==> src/rtl/sba_arbiter_if.sv <==
// SBA arbiter bus bundle: two master request ports, the shared slave port and status outputs.
// The slave modport is the arbiter's view; the master modport is the view of whatever drives it.
interface sba_arbiter_if #(
  parameter int unsigned ADDR_W = 32,
  parameter int unsigned DATA_W = 32
);
  localparam int unsigned BE_W = DATA_W / 8;

  logic [ADDR_W-1:0] i_m0_addr;
  logic              i_m0_stb;
  logic [BE_W-1:0]   i_m0_we;
  logic [DATA_W-1:0] i_m0_dat_w;
  logic              o_m0_ack;

  logic [ADDR_W-1:0] i_m1_addr;
  logic              i_m1_stb;
  logic [BE_W-1:0]   i_m1_we;
  logic [DATA_W-1:0] i_m1_dat_w;
  logic              o_m1_ack;

  logic [DATA_W-1:0] o_dat_r;

  logic [ADDR_W-1:0] o_s_addr;
  logic              o_s_stb;
  logic [BE_W-1:0]   o_s_we;
  logic [DATA_W-1:0] o_s_dat_w;
  logic              i_s_ack;
  logic [DATA_W-1:0] i_s_dat_r;

  logic [1:0]        o_grant;
  logic              o_timeout;

  modport slave (
    input  i_m0_addr, i_m0_stb, i_m0_we, i_m0_dat_w,
    input  i_m1_addr, i_m1_stb, i_m1_we, i_m1_dat_w,
    input  i_s_ack, i_s_dat_r,
    output o_m0_ack, o_m1_ack, o_dat_r,
    output o_s_addr, o_s_stb, o_s_we, o_s_dat_w,
    output o_grant, o_timeout
  );

  modport master (
    output i_m0_addr, i_m0_stb, i_m0_we, i_m0_dat_w,
    output i_m1_addr, i_m1_stb, i_m1_we, i_m1_dat_w,
    output i_s_ack, i_s_dat_r,
    input  o_m0_ack, o_m1_ack, o_dat_r,
    input  o_s_addr, o_s_stb, o_s_we, o_s_dat_w,
    input  o_grant, o_timeout
  );
endinterface

==> src/rtl/sba_arbiter.sv <==
// Two-master round-robin arbiter for the SBA slave bus, one transaction per grant, with a
// one-cycle idle gap between grants and a watchdog that terminates transactions nobody acks.
module sba_arbiter #(
  parameter int unsigned         ADDR_W   = 32,
  parameter int unsigned         DATA_W   = 32,
  parameter int unsigned         TIMEOUT  = 255,
  parameter logic [DATA_W-1:0]   ERR_DATA = 32'hDEAD_BEEF
) (
  input logic         i_clk,
  input logic         i_rst_n,
  sba_arbiter_if.slave bus
);
  localparam int unsigned BE_W = DATA_W / 8;
  localparam logic [15:0] WdogLimit = 16'(TIMEOUT - 1);

  typedef enum logic [1:0] {StIdle, StGrant0, StGrant1, StRecover} state_e;

  state_e      state_q, state_d, arb_state;
  logic        last_q, last_d;
  logic [15:0] wdog_q, wdog_d;
  logic        timeout_q, timeout_d;
  logic [1:0]  grant_q;

  logic              sel_m1;
  logic              cur_stb;
  logic              ack;
  logic [ADDR_W-1:0] s_addr;
  logic              s_stb;
  logic [BE_W-1:0]   s_we;
  logic [DATA_W-1:0] s_dat_w;
  logic [DATA_W-1:0] dat_r;

  // On contention the master that did not own the last grant wins.
  always_comb begin
    unique case ({bus.i_m1_stb, bus.i_m0_stb})
      2'b01:   arb_state = StGrant0;
      2'b10:   arb_state = StGrant1;
      2'b11:   arb_state = last_q ? StGrant0 : StGrant1;
      default: arb_state = StIdle;
    endcase
  end

  assign sel_m1  = (state_q == StGrant1);
  assign cur_stb = sel_m1 ? bus.i_m1_stb : bus.i_m0_stb;

  always_comb begin
    state_d   = state_q;
    last_d    = last_q;
    wdog_d    = wdog_q;
    timeout_d = 1'b0;
    ack       = 1'b0;
    s_addr    = '0;
    s_stb     = 1'b0;
    s_we      = '0;
    s_dat_w   = '0;
    dat_r     = '0;
    unique case (state_q)
      StIdle, StRecover: begin
        state_d = arb_state;
        wdog_d  = '0;
      end
      StGrant0, StGrant1: begin
        s_addr  = sel_m1 ? bus.i_m1_addr  : bus.i_m0_addr;
        s_we    = sel_m1 ? bus.i_m1_we    : bus.i_m0_we;
        s_dat_w = sel_m1 ? bus.i_m1_dat_w : bus.i_m0_dat_w;
        s_stb   = cur_stb;
        dat_r   = bus.i_s_dat_r;
        if (bus.i_s_ack) begin
          ack     = 1'b1;
          state_d = StRecover;
          last_d  = sel_m1;
          wdog_d  = '0;
        end else if (!cur_stb) begin
          // Master gave up: release the bus without an ack.
          state_d = StRecover;
          last_d  = sel_m1;
          wdog_d  = '0;
        end else if (wdog_q == WdogLimit) begin
          ack       = 1'b1;
          dat_r     = ERR_DATA;
          timeout_d = 1'b1;
          state_d   = StRecover;
          last_d    = sel_m1;
          wdog_d    = '0;
        end else begin
          wdog_d = wdog_q + 16'd1;
        end
      end
      default: state_d = StIdle;
    endcase
  end

  always_ff @(posedge i_clk or negedge i_rst_n) begin
    if (!i_rst_n) begin
      state_q   <= StIdle;
      last_q    <= 1'b1;
      wdog_q    <= '0;
      timeout_q <= 1'b0;
      grant_q   <= 2'b00;
    end else begin
      state_q   <= state_d;
      last_q    <= last_d;
      wdog_q    <= wdog_d;
      timeout_q <= timeout_d;
      grant_q   <= {state_d == StGrant1, state_d == StGrant0};
    end
  end

  assign bus.o_s_addr  = s_addr;
  assign bus.o_s_stb   = s_stb;
  assign bus.o_s_we    = s_we;
  assign bus.o_s_dat_w = s_dat_w;
  assign bus.o_dat_r   = dat_r;
  assign bus.o_m0_ack  = ack & ~sel_m1;
  assign bus.o_m1_ack  = ack & sel_m1;
  assign bus.o_grant   = grant_q;
  assign bus.o_timeout = timeout_q;
endmodule

==> src/flat_wrapper.sv <==
// flat-port wrapper written by rule: the top's interface ports become plain ports
module sba_arbiter_flat 
#(
  parameter int unsigned         ADDR_W   = 32,
  parameter int unsigned         DATA_W   = 32,
  parameter int unsigned         TIMEOUT  = 255,
  parameter logic [DATA_W-1:0]   ERR_DATA = 32'hDEAD_BEEF
)
  (i_clk, i_rst_n, bus_i_m0_addr, bus_i_m0_stb, bus_i_m0_we, bus_i_m0_dat_w, bus_i_m1_addr, bus_i_m1_stb, bus_i_m1_we, bus_i_m1_dat_w, bus_i_s_ack, bus_i_s_dat_r, bus_o_m0_ack, bus_o_m1_ack, bus_o_dat_r, bus_o_s_addr, bus_o_s_stb, bus_o_s_we, bus_o_s_dat_w, bus_o_grant, bus_o_timeout);
  sba_arbiter_if #(.ADDR_W(ADDR_W), .DATA_W(DATA_W)) bus_i ();
  input logic i_clk;
  input logic i_rst_n;
  input wire logic [$bits(bus_i.i_m0_addr)-1:0] bus_i_m0_addr;
  input wire logic [$bits(bus_i.i_m0_stb)-1:0] bus_i_m0_stb;
  input wire logic [$bits(bus_i.i_m0_we)-1:0] bus_i_m0_we;
  input wire logic [$bits(bus_i.i_m0_dat_w)-1:0] bus_i_m0_dat_w;
  input wire logic [$bits(bus_i.i_m1_addr)-1:0] bus_i_m1_addr;
  input wire logic [$bits(bus_i.i_m1_stb)-1:0] bus_i_m1_stb;
  input wire logic [$bits(bus_i.i_m1_we)-1:0] bus_i_m1_we;
  input wire logic [$bits(bus_i.i_m1_dat_w)-1:0] bus_i_m1_dat_w;
  input wire logic [$bits(bus_i.i_s_ack)-1:0] bus_i_s_ack;
  input wire logic [$bits(bus_i.i_s_dat_r)-1:0] bus_i_s_dat_r;
  output wire logic [$bits(bus_i.o_m0_ack)-1:0] bus_o_m0_ack;
  output wire logic [$bits(bus_i.o_m1_ack)-1:0] bus_o_m1_ack;
  output wire logic [$bits(bus_i.o_dat_r)-1:0] bus_o_dat_r;
  output wire logic [$bits(bus_i.o_s_addr)-1:0] bus_o_s_addr;
  output wire logic [$bits(bus_i.o_s_stb)-1:0] bus_o_s_stb;
  output wire logic [$bits(bus_i.o_s_we)-1:0] bus_o_s_we;
  output wire logic [$bits(bus_i.o_s_dat_w)-1:0] bus_o_s_dat_w;
  output wire logic [$bits(bus_i.o_grant)-1:0] bus_o_grant;
  output wire logic [$bits(bus_i.o_timeout)-1:0] bus_o_timeout;
  assign bus_i.i_m0_addr = bus_i_m0_addr;
  assign bus_i.i_m0_stb = bus_i_m0_stb;
  assign bus_i.i_m0_we = bus_i_m0_we;
  assign bus_i.i_m0_dat_w = bus_i_m0_dat_w;
  assign bus_i.i_m1_addr = bus_i_m1_addr;
  assign bus_i.i_m1_stb = bus_i_m1_stb;
  assign bus_i.i_m1_we = bus_i_m1_we;
  assign bus_i.i_m1_dat_w = bus_i_m1_dat_w;
  assign bus_i.i_s_ack = bus_i_s_ack;
  assign bus_i.i_s_dat_r = bus_i_s_dat_r;
  assign bus_o_m0_ack = bus_i.o_m0_ack;
  assign bus_o_m1_ack = bus_i.o_m1_ack;
  assign bus_o_dat_r = bus_i.o_dat_r;
  assign bus_o_s_addr = bus_i.o_s_addr;
  assign bus_o_s_stb = bus_i.o_s_stb;
  assign bus_o_s_we = bus_i.o_s_we;
  assign bus_o_s_dat_w = bus_i.o_s_dat_w;
  assign bus_o_grant = bus_i.o_grant;
  assign bus_o_timeout = bus_i.o_timeout;
  sba_arbiter #(.ADDR_W(ADDR_W), .DATA_W(DATA_W), .TIMEOUT(TIMEOUT), .ERR_DATA(ERR_DATA)) u_core (.i_clk(i_clk), .i_rst_n(i_rst_n), .bus(bus_i));
endmodule
==> config.mk <==
export PLATFORM = sky130hd
export DESIGN_NAME = sba_arbiter_flat
export DESIGN_NICKNAME = d
export VERILOG_FILES = /design/src/rtl/sba_arbiter_if.sv /design/src/rtl/sba_arbiter.sv /design/src/flat_wrapper.sv
export SDC_FILE = /design/constraint.sdc
export NUM_CORES = 1
export LEC_CHECK = 0
export BUFFER_PORTS_ARGS = -buffer_cell sky130_fd_sc_hd__buf_4
export CORE_AREA = 2 2 107 109
export CTS_CLUSTER_DIAMETER = 50
export CTS_CLUSTER_SIZE = 14
export DETAILED_ROUTE_END_ITERATION = 8
export DIE_AREA = 0 0 109 111
export GPL_TIMING_DRIVEN = 0
export RECOVER_POWER = 100
export SLEW_MARGIN = 0
export SYNTH_ARGS = -nofsm -noshare
export SYNTH_HDL_FRONTEND = slang
export SYNTH_SLANG_ARGS = --single-unit
export TNS_END_PERCENT = 1
==> constraint.sdc <==
create_clock -name i_clk -period 3.7 [get_ports i_clk]
set_clock_uncertainty 0.2 [all_clocks]
set_input_delay 0.185 -clock i_clk [delete_from_list [all_inputs] [get_ports i_clk]]
set_output_delay 0.185 -clock i_clk [all_outputs]
set_load 0.01 [all_outputs]
* Yosys cells after proc, flatten, opt, wreduce, memory -nomap -nowiden
Index checks and enable logic that the tools add are counted.
** Word-level totals
- Bits of input ports :: 173
- Register bits after elaboration :: 22
- Logic and storage cells :: 54
- Output and inout bits :: 106
** Operators by class
- Add/sub/neg operators :: 1
- Reduce and logical (&&, ||, !) cells :: 4
- Equality and inequality tests :: 10
- Bitwise gates (word level) :: 3
- Multiplexer cells :: 31
** Operators with widths (count)
- $mux 32 :: 8
- $mux 16 :: 3
- $pmux 16 s2 :: 1
- $add 16x1->16 const B :: 1
- $eq 16x8->1 const B :: 1
- $mux 1 :: 11
- $eq 2x2->1 const B :: 5
- $mux 2 :: 4
- $mux 4 :: 2
- $eq 2x1->1 const B :: 3
- $pmux 2 s3 :: 1
- $pmux 2 s2 :: 1
- $reduce_or 2->1 :: 2
- $ne 3x3->1 const B :: 1
- $and 1x1->1 :: 2
- $logic_not 2->1 :: 1
- $reduce_and 2->1 :: 1
- $not 1->1 :: 1

* Logic depth before layout (Yosys ltp)
- Depth after elaboration :: 6
- Gate-level depth with buffers :: 8
- Gate-level depth less buffers :: 6

* Worst setup path after synthesis
Ideal clock, no wire load.
- Path kind :: flip-flop to output port
- Start :: register u_core.wdog_q[0]
- End :: output bus_o_dat_r[10]
- Setup slack :: 1369 ps
- Arrival :: 1946 ps
- Stages on the path, launching flop included :: 8
- Data required time :: 3315 ps
- Path buffers :: 1
- Cells stage by stage :: dfrtp_1 inv_1 ha_1 or4b_4 nor4_4 nand3b_4 buf_6 o21ai_0
** Between the ends
- Cells in the longest elaborated chain, start to end :: 5
** Ends and longest elaborated chain
- start: declaration :: RTL line sba_arbiter.sv:20 : logic [15:0] wdog_q, wdog_d;
- start signal: assignment :: RTL line sba_arbiter.sv:103 : wdog_q <= wdog_d;
- $eq 16x8->1 :: RTL line sba_arbiter.sv:78 : end else if (wdog_q == WdogLimit) begin
- $mux 32 :: RTL line sba_arbiter.sv:78
- $mux 32 :: RTL line sba_arbiter.sv:73 : end else if (!cur_stb) begin
- $mux 32 :: RTL line sba_arbiter.sv:68 : if (bus.i_s_ack) begin
- $mux 32 :: RTL line sba_arbiter.sv:57 : unique case (state_q)
- end: declaration :: RTL line flat_wrapper.sv:25 : output wire logic [$bits(bus_i.o_dat_r)-1:0] bus_o_dat_r;
No other way between the ends.

* Worst setup path in the final report
- Start :: register u_core.state_q[0]
- End :: output bus_o_dat_r[28]
** Between the ends
- Cells in the longest elaborated chain, start to end :: 5
- Elaborated cells on any way between the ends :: 7
- Classes of those cells :: eq/ne (2); mux (4); reduce/logical (1)
** Ends and longest elaborated chain
- start: declaration :: RTL line sba_arbiter.sv:18 : state_e state_q, state_d, arb_state;
- start signal: assignment :: RTL line sba_arbiter.sv:95 : state_q <= StIdle;
- start signal: assignment :: RTL line sba_arbiter.sv:101 : state_q <= state_d;
- $eq 2x2->1 (*) :: RTL line sba_arbiter.sv:43 : assign sel_m1 = (state_q == StGrant1);
- named net u_core.sel_m1 :: RTL line sba_arbiter.sv:24 : logic sel_m1;
- $mux 1 :: RTL line sba_arbiter.sv:44 : assign cur_stb = sel_m1 ? bus.i_m1_stb : bus.i_m0_stb;
- $mux 32 :: RTL line sba_arbiter.sv:73
- $mux 32 :: RTL line sba_arbiter.sv:68
- $mux 32 (*) :: RTL line sba_arbiter.sv:57
The timed path passes the listed nets; every way through them passes the cells marked *.

==> results.cfg <==
[detailed_routing]
dr.pass1.iters = 4
drc = 0
drt_iter0_markers = 203
wl_per_cell_um = 16.20
postRouteAntennaNets = 0
vias = 3348
via_per_inst = 4.382
routed_wirelength_um = 12370

[sta]
timing.fmax_ghz = 0.3129
finalMaxSlewViolations = 0
finalSetupViolCount = 0
slew-limit-headroom_pct = 22.00
fin_setup_tns_ps = 0
rsz0062_at_grt = no
period_share_pct = 86.37
fin_crit_ps = 3196
hold_violations = 0
worst_slew_pin_slew_ps = 1170

[finish]
area_delta_synth_final_pct = 79.32
final_net_count = 798
final_util_pct = 40.83
n_fill_cell = 1226
drive_gt1_share_pct = 32.05
ff_latch_area_um2 = 551.8
multi_input_area_um2 = 1720
antennaDiodeCount = 0

[critical_path]
crit_family = buffers and inverters
cp_cell_sequence = inv_1, ha_1, clkbuf_1, mux2i_1, or3_1, nand3b_1, buf_6, o21ai_0, clkbuf_1
crit_end = bus_o_dat_r[28]
arrival_ps = 2810
worst-r2r-cell-count = 7
end_kind = output pin
worst-path-max-fanout = 10
cp_num_cells = 9
critical_path_class = reg2out
ff2ff_setup_slack_ps = 960
crit_start = u_core.state_q[0]
worstReg2RegStart = u_core.wdog_q[0]
cp-start-kind = flip-flop
r2r-end = u_core.wdog_q[9]
slowest_stage = or3_1
cp.buffers_inverters = 4
critPathMostFrequentCell = clkbuf_1
cpPeakStageDelay_ps = 440
worstPathRequired_ps = 3310

[flow_run]
max_cap_violations = 0

[outcome]
outcome = complete, no violations

[synth]
netlist_instances = 338
synth-seq-cells = 22
synthDistinctLibCells = 36
synth_top_flop_cell = dfrtp_1
syn_avg_cell_area_um2 = 7.463
synth-async-reset-ratio_pct = 100.0
ys_seq_area_share_pct = 21.88
synth_edf_count = 0
syn_area_um2 = 2522
synth_nets = 514
yosysWarnings = 0

[global_route]
grt_pass1_wl_um = 17890
busiest_layer = met2
overflow = 0
antenna_found_initial = 0
grt_pass1_vias = 3361
grt_use_met3_pct = 6.584
gr-usage-all-layers_pct = 19.18
met1_usage_pct = 22.22
grt_max_degree = 23
grt.met2_usage_pct = 33.25

[clock_tree]
clk_root_buffer_cell = clkbuf_16
clockBufferDepth = 2
cts_hold_buffers = 1
numCtsBuffers = 3
clock_latency_ps = 260
clkTransAtPathRegs_ps = 60
cts_setup_buffers = 0
htree_levels = 1
cts_tree = done
ctsResizeCount = 0
cts_sinks = 22

[placed_design]
hpwl_um = 10590
portBuffers = 278
place.gp.congestion = 0.9493

[floorplanning]
start_util_pct = 22.77
die_h_um = 111
num_rows = 39
io_pins = 279
core-area_um2 = 11080
die_width_um = 109
dieArea_um2 = 12100

[power_and_ir_drop]
p_leak_uw = 0.002109
powerDensity_nw_per_um2 = 680.8
peakVddDrop_v = 0.0003619

[min_path]
hold_class = in2reg
[layout make-up]
cell class	instances	share of cell area, %
sequential	22	12.20
clock inverter	1	0.6639
timing repair buffer	279	38.81
inverter	30	2.490
clock buffer	3	1.660
tap	143	3.956
buffer	22	2.185
multi-input combinational	264	38.04
[power breakdown]
group / total, uW / internal [uW] / leakage (uW) / switching (uW)
Combinational: 2480 / 925 / 0.00176 / 1550
Clock: 307 / 215 / 0.0000511 / 92.1
Sequential: 297 / 276 / 0.000295 / 21.2
[tightest hold or removal path: cells and delay by family]
| kind | cells | cell delay (ps) |
|---|---|---|
| AND/OR/NAND/NOR | 2 | 150 |
| buffers and inverters | 1 | 100 |
| AO/OA/AOI/OAI | 1 | 80 |
[flip-flops by register name (all words and copies together), names as in the netlist]
register	cells
u_core.state_q	2
u_core.bus.o_timeout	1
u_core.wdog_q	16
u_core.bus.o_grant	2
u_core.last_q	1
[synth_stat cells, types with 3 or more instances]
library cell | count | area share [%]
nor3_1 | 7 | 1.4
xnor2_1 | 12 | 4.2
clkbuf_1 | 11 | 1.6
mux2i_1 | 69 | 27
nand3_1 | 7 | 1.4
o21ai_0 | 25 | 5.0
buf_6 | 3 | 1.3
and2_1 | 9 | 2.2
buf_1 | 5 | 0.74
nor4_1 | 3 | 0.74
dfrtp_1 | 21 | 21
inv_1 | 30 | 4.5
nor2_1 | 91 | 14
ha_1 | 3 | 1.5
nand2_1 | 11 | 1.6
nand4_1 | 6 | 1.5
buf_2 | 3 | 0.60
[how the worst min path moves through the flow]
stage / cells past startpoint / from / endpoint
detailed placement: 1 / i_rst_n / u_core.wdog_q[3]
floorplan: 0 / i_rst_n / u_core.bus.o_grant[0]
global placement: 1 / i_rst_n / u_core.wdog_q[2]
CTS: 4 / bus_i_m1_stb / u_core.bus.o_grant[0]
global route: 3 / bus_i_s_ack / u_core.last_q
finish: 4 / bus_i_m1_stb / u_core.bus.o_grant[0]
[cells in the final DEF, fill, tap and decap left out, types with 2 or more instances in the layout]
| master | instances |
|---|---|
| o21ai_0 | 25 |
| ha_1 | 3 |
| nand4_1 | 6 |
| clkbuf_1 | 106 |
| nor2_1 | 91 |
| a41oi_1 | 2 |
| a211oi_1 | 2 |
| and2_0 | 9 |
| xor2_1 | 2 |
| dfrtp_1 | 21 |
| nand3_1 | 7 |
| buf_6 | 2 |
| nor4_1 | 3 |
| nand2_1 | 11 |
| mux2i_1 | 69 |
| nor4_4 | 2 |
| clkbuf_16 | 3 |
| buf_1 | 4 |
| nor3_1 | 7 |
| xnor2_1 | 12 |
| buf_4 | 187 |
| inv_1 | 30 |
[per-layer routing]
| layer | wire [um] | share of wire, % |
|---|---|---|
| met5 | 0 | 0 |
| met3 | 1401 | 11 |
| met2 | 6016 | 49 |
| met1 | 4715 | 38 |
| met4 | 240 | 1.9 |
[through the flow]
| step | hold slack [ps] | instances | cell area, um2 | setup WS (ps) | total power (uW) |
|---|---|---|---|---|---|
| final | 104.8 | 764 | 4523 | 504.4 | 3079 |
| after global routing | 158.3 | 764 | 4523 | 272.5 | 3341 |
| after CTS | 102.3 | 764 | 4903 | 714.7 | 3601 |
| after detailed placement | -108.5 | 759 | 4788 | 1007 | 3282 |
| after global placement | -110.0 | 759 | 4788 | 1037 | 3253 |
| after floorplan | -310.6 | 338 | 2522 | 1369 | 1762 |
[cells by family (layout without fill, tap and decap cells)]
group | count (synthesis) | after routing | synth area share [%]
AND/OR/NAND/NOR | 142 | 142 | 26.44
buffers and inverters | 52 | 335 | 8.780
adder cells (fa/ha/maj) | 3 | 3 | 1.488
AO/OA/AOI/OAI | 36 | 36 | 9.177
XOR/XNOR | 14 | 14 | 4.861
multiplexers | 69 | 69 | 27.38
flip-flops | 22 | 22 | 21.88
Power figures use the tool's default switching activity.
